$ cat src/rtl/pipelined_alu_unit.sv
// Pipelined EX-stage ALU: single-cycle simple ops, iterative MUL/MULHU,
// valid/ready handshake on both sides, registered result and branch flag.
module pipelined_alu_unit #(
    parameter int unsigned XLEN             = 32,
    parameter int unsigned MUL_BITS_PER_CYC = 1
) (
    input  logic            clk,
    input  logic            reset,
    input  logic            flush,
    input  logic            in_valid,
    output logic            in_ready,
    input  logic [4:0]      alu_op,
    input  logic [XLEN-1:0] alu_in_1,
    input  logic [XLEN-1:0] alu_in_2,
    output logic            out_valid,
    input  logic            out_ready,
    output logic [XLEN-1:0] alu_result,
    output logic            alu_bcond
);

    localparam int unsigned K  = MUL_BITS_PER_CYC;
    localparam int unsigned C  = XLEN / K;
    localparam int unsigned SH = $clog2(XLEN);
    localparam int unsigned CW = (C > 1) ? $clog2(C) : 1;
    localparam int unsigned AW = 2 * XLEN;

    localparam logic [4:0] OP_ADD   = 5'd0;
    localparam logic [4:0] OP_SUB   = 5'd1;
    localparam logic [4:0] OP_SLL   = 5'd2;
    localparam logic [4:0] OP_XOR   = 5'd3;
    localparam logic [4:0] OP_OR    = 5'd4;
    localparam logic [4:0] OP_AND   = 5'd5;
    localparam logic [4:0] OP_SRL   = 5'd6;
    localparam logic [4:0] OP_SRA   = 5'd7;
    localparam logic [4:0] OP_SLT   = 5'd8;
    localparam logic [4:0] OP_SLTU  = 5'd9;
    localparam logic [4:0] OP_BEQ   = 5'd10;
    localparam logic [4:0] OP_BNE   = 5'd11;
    localparam logic [4:0] OP_BLT   = 5'd12;
    localparam logic [4:0] OP_BGE   = 5'd13;
    localparam logic [4:0] OP_BLTU  = 5'd14;
    localparam logic [4:0] OP_BGEU  = 5'd15;
    localparam logic [4:0] OP_MUL   = 5'd16;
    localparam logic [4:0] OP_MULHU = 5'd17;

    typedef enum logic [1:0] {
        S_IDLE = 2'd0,
        S_MUL  = 2'd1,
        S_DONE = 2'd2
    } state_t;

    state_t state, next_state;

    logic [CW-1:0]   mul_cnt;
    logic [AW-1:0]   mul_acc;
    logic [AW-1:0]   mul_a_sh;
    logic [XLEN-1:0] mul_b_sh;
    logic            mul_hi;

    logic            accept;
    logic            is_mul_op;
    logic            mul_last;
    logic [XLEN-1:0] simple_res;
    logic            simple_bcond;
    logic [AW-1:0]   mul_partial;
    logic [AW-1:0]   mul_acc_next;

    logic [XLEN-1:0] sum;
    logic [XLEN-1:0] diff;
    logic [SH-1:0]   shamt;
    logic            lt_s;
    logic            lt_u;
    logic            eq;

    assign accept    = in_valid & in_ready & ~flush;
    assign is_mul_op = (alu_op == OP_MUL) || (alu_op == OP_MULHU);
    assign mul_last  = (mul_cnt == CW'(C - 1));

    // State register; handshake flags follow the next state so they are registered
    always_ff @(posedge clk) begin
        if (reset) begin
            state     <= S_IDLE;
            in_ready  <= 1'b1;
            out_valid <= 1'b0;
        end else begin
            state     <= next_state;
            in_ready  <= (next_state == S_IDLE);
            out_valid <= (next_state == S_DONE);
        end
    end

    // Next-state logic; flush forces IDLE from any state
    always_comb begin
        next_state = state;
        case (state)
            S_IDLE: begin
                if (accept) next_state = is_mul_op ? S_MUL : S_DONE;
            end
            S_MUL: begin
                if (mul_last) next_state = S_DONE;
            end
            S_DONE: begin
                if (out_ready) next_state = S_IDLE;
            end
            default: next_state = S_IDLE;
        endcase
        if (flush) next_state = S_IDLE;
    end

    // Output/datapath values: simple-op result, branch flag, multiply step
    always_comb begin
        sum          = alu_in_1 + alu_in_2;
        diff         = alu_in_1 - alu_in_2;
        shamt        = alu_in_2[SH-1:0];
        lt_s         = $signed(alu_in_1) < $signed(alu_in_2);
        lt_u         = alu_in_1 < alu_in_2;
        eq           = (alu_in_1 == alu_in_2);
        simple_res   = '0;
        simple_bcond = 1'b0;
        case (alu_op)
            OP_ADD:  simple_res = sum;
            OP_SUB:  simple_res = diff;
            OP_SLL:  simple_res = alu_in_1 << shamt;
            OP_XOR:  simple_res = alu_in_1 ^ alu_in_2;
            OP_OR:   simple_res = alu_in_1 | alu_in_2;
            OP_AND:  simple_res = alu_in_1 & alu_in_2;
            OP_SRL:  simple_res = alu_in_1 >> shamt;
            OP_SRA:  simple_res = $signed(alu_in_1) >>> shamt;
            OP_SLT:  simple_res = XLEN'(lt_s);
            OP_SLTU: simple_res = XLEN'(lt_u);
            OP_BEQ:  begin simple_res = diff; simple_bcond = eq;    end
            OP_BNE:  begin simple_res = diff; simple_bcond = ~eq;   end
            OP_BLT:  begin simple_res = diff; simple_bcond = lt_s;  end
            OP_BGE:  begin simple_res = diff; simple_bcond = ~lt_s; end
            OP_BLTU: begin simple_res = diff; simple_bcond = lt_u;  end
            OP_BGEU: begin simple_res = diff; simple_bcond = ~lt_u; end
            default: begin simple_res = '0; simple_bcond = 1'b0;    end
        endcase

        // Shift-and-add over the next K multiplier bits
        mul_partial = '0;
        for (int unsigned j = 0; j < K; j++) begin
            if (mul_b_sh[j]) mul_partial = mul_partial + (mul_a_sh << j);
        end
        mul_acc_next = mul_acc + mul_partial;
    end

    // Datapath registers: result/flag capture and multiplier iteration state
    always_ff @(posedge clk) begin
        if (reset) begin
            alu_result <= '0;
            alu_bcond  <= 1'b0;
            mul_cnt    <= '0;
            mul_acc    <= '0;
            mul_a_sh   <= '0;
            mul_b_sh   <= '0;
            mul_hi     <= 1'b0;
        end else if (!flush) begin
            if (state == S_IDLE && accept) begin
                if (is_mul_op) begin
                    mul_cnt   <= '0;
                    mul_acc   <= '0;
                    mul_a_sh  <= {{XLEN{1'b0}}, alu_in_1};
                    mul_b_sh  <= alu_in_2;
                    mul_hi    <= (alu_op == OP_MULHU);
                    alu_bcond <= 1'b0;
                end else begin
                    alu_result <= simple_res;
                    alu_bcond  <= simple_bcond;
                end
            end else if (state == S_MUL) begin
                mul_cnt  <= mul_cnt + CW'(1);
                mul_acc  <= mul_acc_next;
                mul_a_sh <= mul_a_sh << K;
                mul_b_sh <= mul_b_sh >> K;
                if (mul_last) begin
                    alu_result <= mul_hi ? mul_acc_next[AW-1:XLEN] : mul_acc_next[XLEN-1:0];
                end
            end
        end
    end

endmodule

$ cat config.mk
export PLATFORM = sky130hd
export DESIGN_NAME = pipelined_alu_unit
export DESIGN_NICKNAME = d
export VERILOG_FILES = /design/src/rtl/pipelined_alu_unit.sv
export SDC_FILE = /design/constraint.sdc
export NUM_CORES = 1
export LEC_CHECK = 0
export ABC_CLOCK_PERIOD_IN_PS = 8700
export BUFFER_PORTS_ARGS = -buffer_cell sky130_fd_sc_hd__buf_2
export CORE_ASPECT_RATIO = 1.5
export CORE_UTILIZATION = 35
export DETAILED_ROUTE_END_ITERATION = 12
export SKIP_LAST_GASP = 1
export SYNTH_ARGS = -nofsm -noshare
export SYNTH_HDL_FRONTEND = slang
export SYNTH_SLANG_ARGS = --single-unit
export TNS_END_PERCENT = 50
$ cat constraint.sdc
create_clock -name clk -period 8.7 [get_ports clk]
set_clock_uncertainty 0.15 [all_clocks]
set_input_delay 1.305 -clock clk [delete_from_list [all_inputs] [get_ports clk]]
set_output_delay 1.305 -clock clk [all_outputs]
set_load 0.1 [all_outputs]
### After elaboration in Yosys (flattened, before gate mapping)

Cells that the tools add are included.

* register bits after elaboration: 203
* bits of input ports: 74
* output and inout bits: 35

* add/sub/neg operators: 4
* $lt $le $gt $ge: 2
* equality and inequality tests: 24
* shift operators: 3
* mux-type cells: 27
* bitwise gates (word level): 9
* reductions and logical operators: 12

Operators by type and width (count)
* 2-to-1 mux 64 bit: 7
* one-hot mux 32 bit (10 select lines): 1
* 2-to-1 mux 32 bit: 8
* adder 64 bit: 1
* less-than comparator 32 bit: 2
* == test 5 x 4 -> 1 bit (second input constant): 8
* adder 32 bit: 1
* AND 32 bit: 1
* == test 32 bit: 1
* OR 32 bit: 1
* left shift 32 x 5 -> 32 bit: 1
* right shift 32 x 5 -> 32 bit: 1
* >>> shifter 32 x 5 -> 32 bit: 1
* subtractor 32 bit: 1
* bitwise XOR 32 bit: 1
* == test 5 x 3 -> 1 bit (second input constant): 4
* == test 5 bit (second input constant): 3
* 2-to-1 mux 5 bit: 3
* == test 5 x 2 -> 1 bit (second input constant): 2
* 2-to-1 mux 2 bit: 5
* OR reduction 7 bit: 1
* one-hot mux 1 bit (6 select lines): 1
* one-hot mux 2 bit (3 select lines): 1
* AND reduction 3 bit: 2
* 15 further kinds: 23

### Longest topological paths before layout

* word-level depth: 7
* depth in mapped cells: 17
* gate-level depth less buffers: 14

### Worst setup path before layout

No wires, ideal clock.

* path kind: input -> register
* from: in alu_in_2[2]
* to: reg alu_result[25]
* library setup time: 0.131 ns
* arrival time: 4.980 ns
* data required time: 8.419 ns
* setup slack: 3.439 ns
* cell stages on the path: 17
* buffers on the path: 5
* path through: clkbuf_1 > inv_2 > buf_1 > buf_1 > ha_1 > clkbuf_1 > inv_1 > a21oi_1 > o211ai_1 > o2111ai_1 > or4_1 > and2_1 > clkbuf_1 > a41o_1 > o31a_1 > o311ai_1 > o21ai_0

* word-level cells in the longest chain between the ends: 4
* elaborated cells on any way between the ends: 8
* classes of those cells: add/sub (2); shift (3); mux (3)

RTL lines
* start, declared: line 14 `input logic [XLEN-1:0] alu_in_2,`
* subtractor 32 bit, or another cell as far along: line 113 `diff = alu_in_1 - alu_in_2;`
* one-hot mux 32 bit (10 select lines) (*): line 120 `case (alu_op)`
* 2-to-1 mux 32 bit (*): line 160 `if (is_mul_op) begin`
* 2-to-1 mux 32 bit (*): line 159 `if (state == S_IDLE && accept) begin`
* end signal, assigned: line 168 `alu_result <= simple_res;`
* end signal, assigned: line 177 `alu_result <= mul_hi ? mul_acc_next[AW-1:XLEN] : mul_acc_next[XLEN-1:0];`
* end, declared: line 17 `output logic [XLEN-1:0] alu_result,`

Mark *: on every way between the ends. The rest lies on a longest branch, timed or not. The select of a mux whose other input is x is not followed.
A chain may end at the register's enable or synchronous reset.

### Worst setup path after layout

* from: in alu_in_2[0]
* to: reg alu_result[22]

The elaborated chain is that of the path after synthesis.

==> results.toml <==
[power_and_ir_drop]
cellLeakagePower_nw = 9.01
powerDensity_nw_per_um2 = 126
ir_drop_v = 0.000140
seqPwrFrac_pct = 33.3
comb_power_share_pct = 28.2
intPower_w = 0.00181
p_sw_w = 0.00106
pwr-share-clk_pct = 38.5
swShare_pct = 36.9
p_total_w = 0.00287

[logic_synthesis]
postSynthAreaPerCell_um2 = 7.13
synth_edf_count = 0
netlist-cell-type-count = 85
synth-seq-cells = 203
ys_warn_count = 0
synth-seq-area-share_pct = 19.4
syn_inst = 2939
synth_nets = 3181
synth_area_um2 = 21000
ys_async_sr_fraction_pct = 0
synth_flop_cell = "dfxtp_1"

[critical_path]
arrival_ps = 5830
critical_path_peak_fanout = 49
r2r_end = "mul_acc[51]"
reg2reg_slack_ps = 4040
crit_type = "in -> reg"
critPathCaptureType = "register"
startpoint_type = "input port"
cp.required_ps = 9010
rr_startpoint = "mul_b_sh[0]"
reg2reg_depth = 13

[grt]
antenna_found_initial = 7
grt_pass1_wl_um = 150000
grt_max_degree = 91
grt_pass1_vias = 22559
grt_overflow = 0
track_usage_pct = 32.7

[floorplanning]
die_height_um = 302
fp-row-count = 109
start_util_pct = 35.5
dieArea_um2 = 60900
core-area_um2 = 59100
die_x_um = 202
num_io_pins = 109

[placement]
gp_congestion = 1.08
place_hpwl_um = 76300
portBuffers = 108

[clock_network]
clock-sinks = 203
cts_resized = 0
cts_buffers = 24
cts_root_buf = "clkbuf_16"
h-tree-depth = 1
clkSlewWorstSetupHoldPaths_ps = 60
ctsHoldBuffers = 0
cts_buffer_depth = 3
tritoncts = "yes"
cts_setup_buffers = 0
clkLatencyLatePin_ps = 560

[drt]
post_drt_via_cell_ratio = 6.39
finalWirelength_um = 103000
vias = 23474
drt_iter0_drc = 2411
drc = 0
route.met2.wl_um = 47500
top_layer = "met5"
ant_nets = 0
drt-met1-wl_um = 37100
firstDrtPassIters = 7
wl_per_cell_um = 27.9
wl_met3_um = 7380

[sta]
fmax_mhz = 181
fin_crit_ps = 5520
min_period_over_period_pct = 63.4
finalHoldViolCount = 0
setup_viol = 0
final_max_slew_viol_count = 0
tightest_slew_ps = 1340
tns_ps = 0
maxSlewHeadroom_pct = 9.85
rsz0062_at_grt = "false"
final.hold.worst_slack_ps = 305

[cells_and_area]
n_fill_cell = 6355
multi_input_area_um2 = 15600
nets = 3116
drive_gt1_share_pct = 9.44
postLayoutCoreUtil_pct = 38.6
regArea_um2 = 4070
area_growth_pct = 8.63

[min_path]
whs_endpoint = "mul_b_sh[23]"
hold_class = "reg -> reg"
worstHoldStart = "mul_b_sh[23]"
hold_depth = 2

[job]
maxCapViolations = 0

[run_status]
status = "finished clean"
==> cell type report <==
cell class,count,share of cell area (%)
Timing Repair Buffer,147,3.70
Tap cell,777,4.27
Sequential cell,203,17.8
Multi-Input combinational cell,2381,68.6
Clock buffer,29,2.94
Antenna cell,3,0.0330
Inverter,117,1.93
Clock inverter,15,0.731
==> synthesized netlist by cell type (12+ instances only) <==
cell type	n	share of area [%]
a211o_1	12	0.50
a211oi_1	35	1.3
a21o_1	56	2.0
a21oi_1	364	8.7
a221o_1	14	0.67
a221oi_1	27	1.1
a22oi_1	88	3.2
a31oi_1	33	0.98
and2_1	75	2.2
and3_1	14	0.42
buf_1	40	0.72
clkbuf_1	187	3.3
dfxtp_1	203	19
ha_1	165	9.8
inv_1	113	2.0
mux2i_1	59	2.8
mux4_2	33	3.5
nand2_1	337	6.0
nand2b_1	18	0.54
nand3_1	129	3.1
nand4_1	38	1.1
nor2_1	251	4.5
nor3_1	51	1.2
nor4_1	15	0.45
o2111ai_1	18	0.75
o211ai_1	31	1.1
o21a_1	17	0.61
o21ai_0	162	3.9
o21bai_1	27	0.97
o221ai_1	22	0.92
o22ai_1	21	0.63
o31ai_1	25	0.90
xnor2_1	49	2.0
xor2_1	27	1.1
==> power groups by stage <==
stage | logic, W | registers [W] | clock network, W
floorplan | 0.000437 | 0.00104 | 0
global placement | 0.000783 | 0.000975 | 0
detailed placement | 0.000777 | 0.000974 | 0
CTS | 0.000780 | 0.000953 | 0.00112
global route | 0.000847 | 0.000954 | 0.00115
finish | 0.000809 | 0.000954 | 0.00110
==> worst max-delay path by stage <==
stage	startpoint	endpoint	slack [ps]	depth (start not counted)
5_1_grt	alu_in_2[1]	alu_result[31]	2890	13
2_1_floorplan	alu_in_2[2]	alu_result[25]	3440	17
4_1_cts	alu_in_2[1]	alu_result[31]	3320	13
6_report	alu_in_2[0]	alu_result[22]	3180	12
3_3_place_gp	alu_in_2[1]	alu_result[31]	2750	13
3_5_place_dp	alu_in_2[1]	alu_result[31]	2750	13
==> layout by cell type (no fill, tap or decap), types with 17 or more instances in the layout <==
cell	n
o211ai_1	31
o221ai_1	22
a21oi_1	362
and2_1	74
o21a_1	17
nand4_1	38
buf_4	39
nand2b_1	18
clkbuf_16	25
inv_1	113
a31oi_1	33
a22oi_1	88
o22ai_1	21
xnor2_1	49
o21bai_1	27
nand3_1	129
dfxtp_1	202
nand2_1	334
o31ai_1	25
xor2_1	27
a221oi_1	27
mux2i_1	59
nor3_1	51
ha_1	165
buf_2	106
o21ai_0	162
a21o_1	56
a211oi_1	35
nor2_1	249
o2111ai_1	18
mux4_2	33
==> flip-flops by register name, summed over array words and instances, names as in the netlist <==
register,count
out_valid,1
alu_bcond,1
alu_result,32
mul_cnt,5
state,2
mul_hi,1
in_ready,1
mul_a_sh,64
mul_acc,64
mul_b_sh,32
==> through the flow <==
| step | worst slack [ps] | cells | cell area [um2] |
|---|---|---|---|
| 2_1_floorplan | 3440 | 2939 | 21000 |
| 3_3_place_gp | 2750 | 3624 | 21900 |
| 3_5_place_dp | 2750 | 3624 | 21900 |
| 4_1_cts | 3320 | 3668 | 22800 |
| 5_1_grt | 2890 | 3671 | 22800 |
| 6_report | 3180 | 3672 | 22800 |
==> per-layer routing <==
layer / track usage [%] / up-vias
met5: 0 / -
met1: 35.9 / 11301
met4: 28.8 / 6
met3: 5.85 / 380
met2: 54.5 / 1125
li1: - / 10662
==> cell families (layout without fill, tap and decap cells) <==
group | after synthesis | count (layout) | synth area share [%]
muxes | 101 | 101 | 6.84
DFF | 203 | 203 | 19.4
AOI/OAI and AO/OA | 1049 | 1049 | 32.4
buffers and inverters | 355 | 308 | 6.42
and+or+nand+nor | 987 | 987 | 21.6
adders and majority gates | 168 | 168 | 10.1
xor gates and xnor gates | 76 | 76 | 3.17
other | 0 | 3 | 0
==> worst max-delay path: stages <==
cell and delay (ps):
buf_4 450, buf_4 680, nor2_1 120, a211oi_1 1110
a21oi_1 190, nand2_1 140, o21ai_0 210, o32ai_1 490
a211oi_1 100, a31oi_1 490, o31ai_1 220, a311oi_1 240
Note: power is estimated with default switching activity, not from simulation.
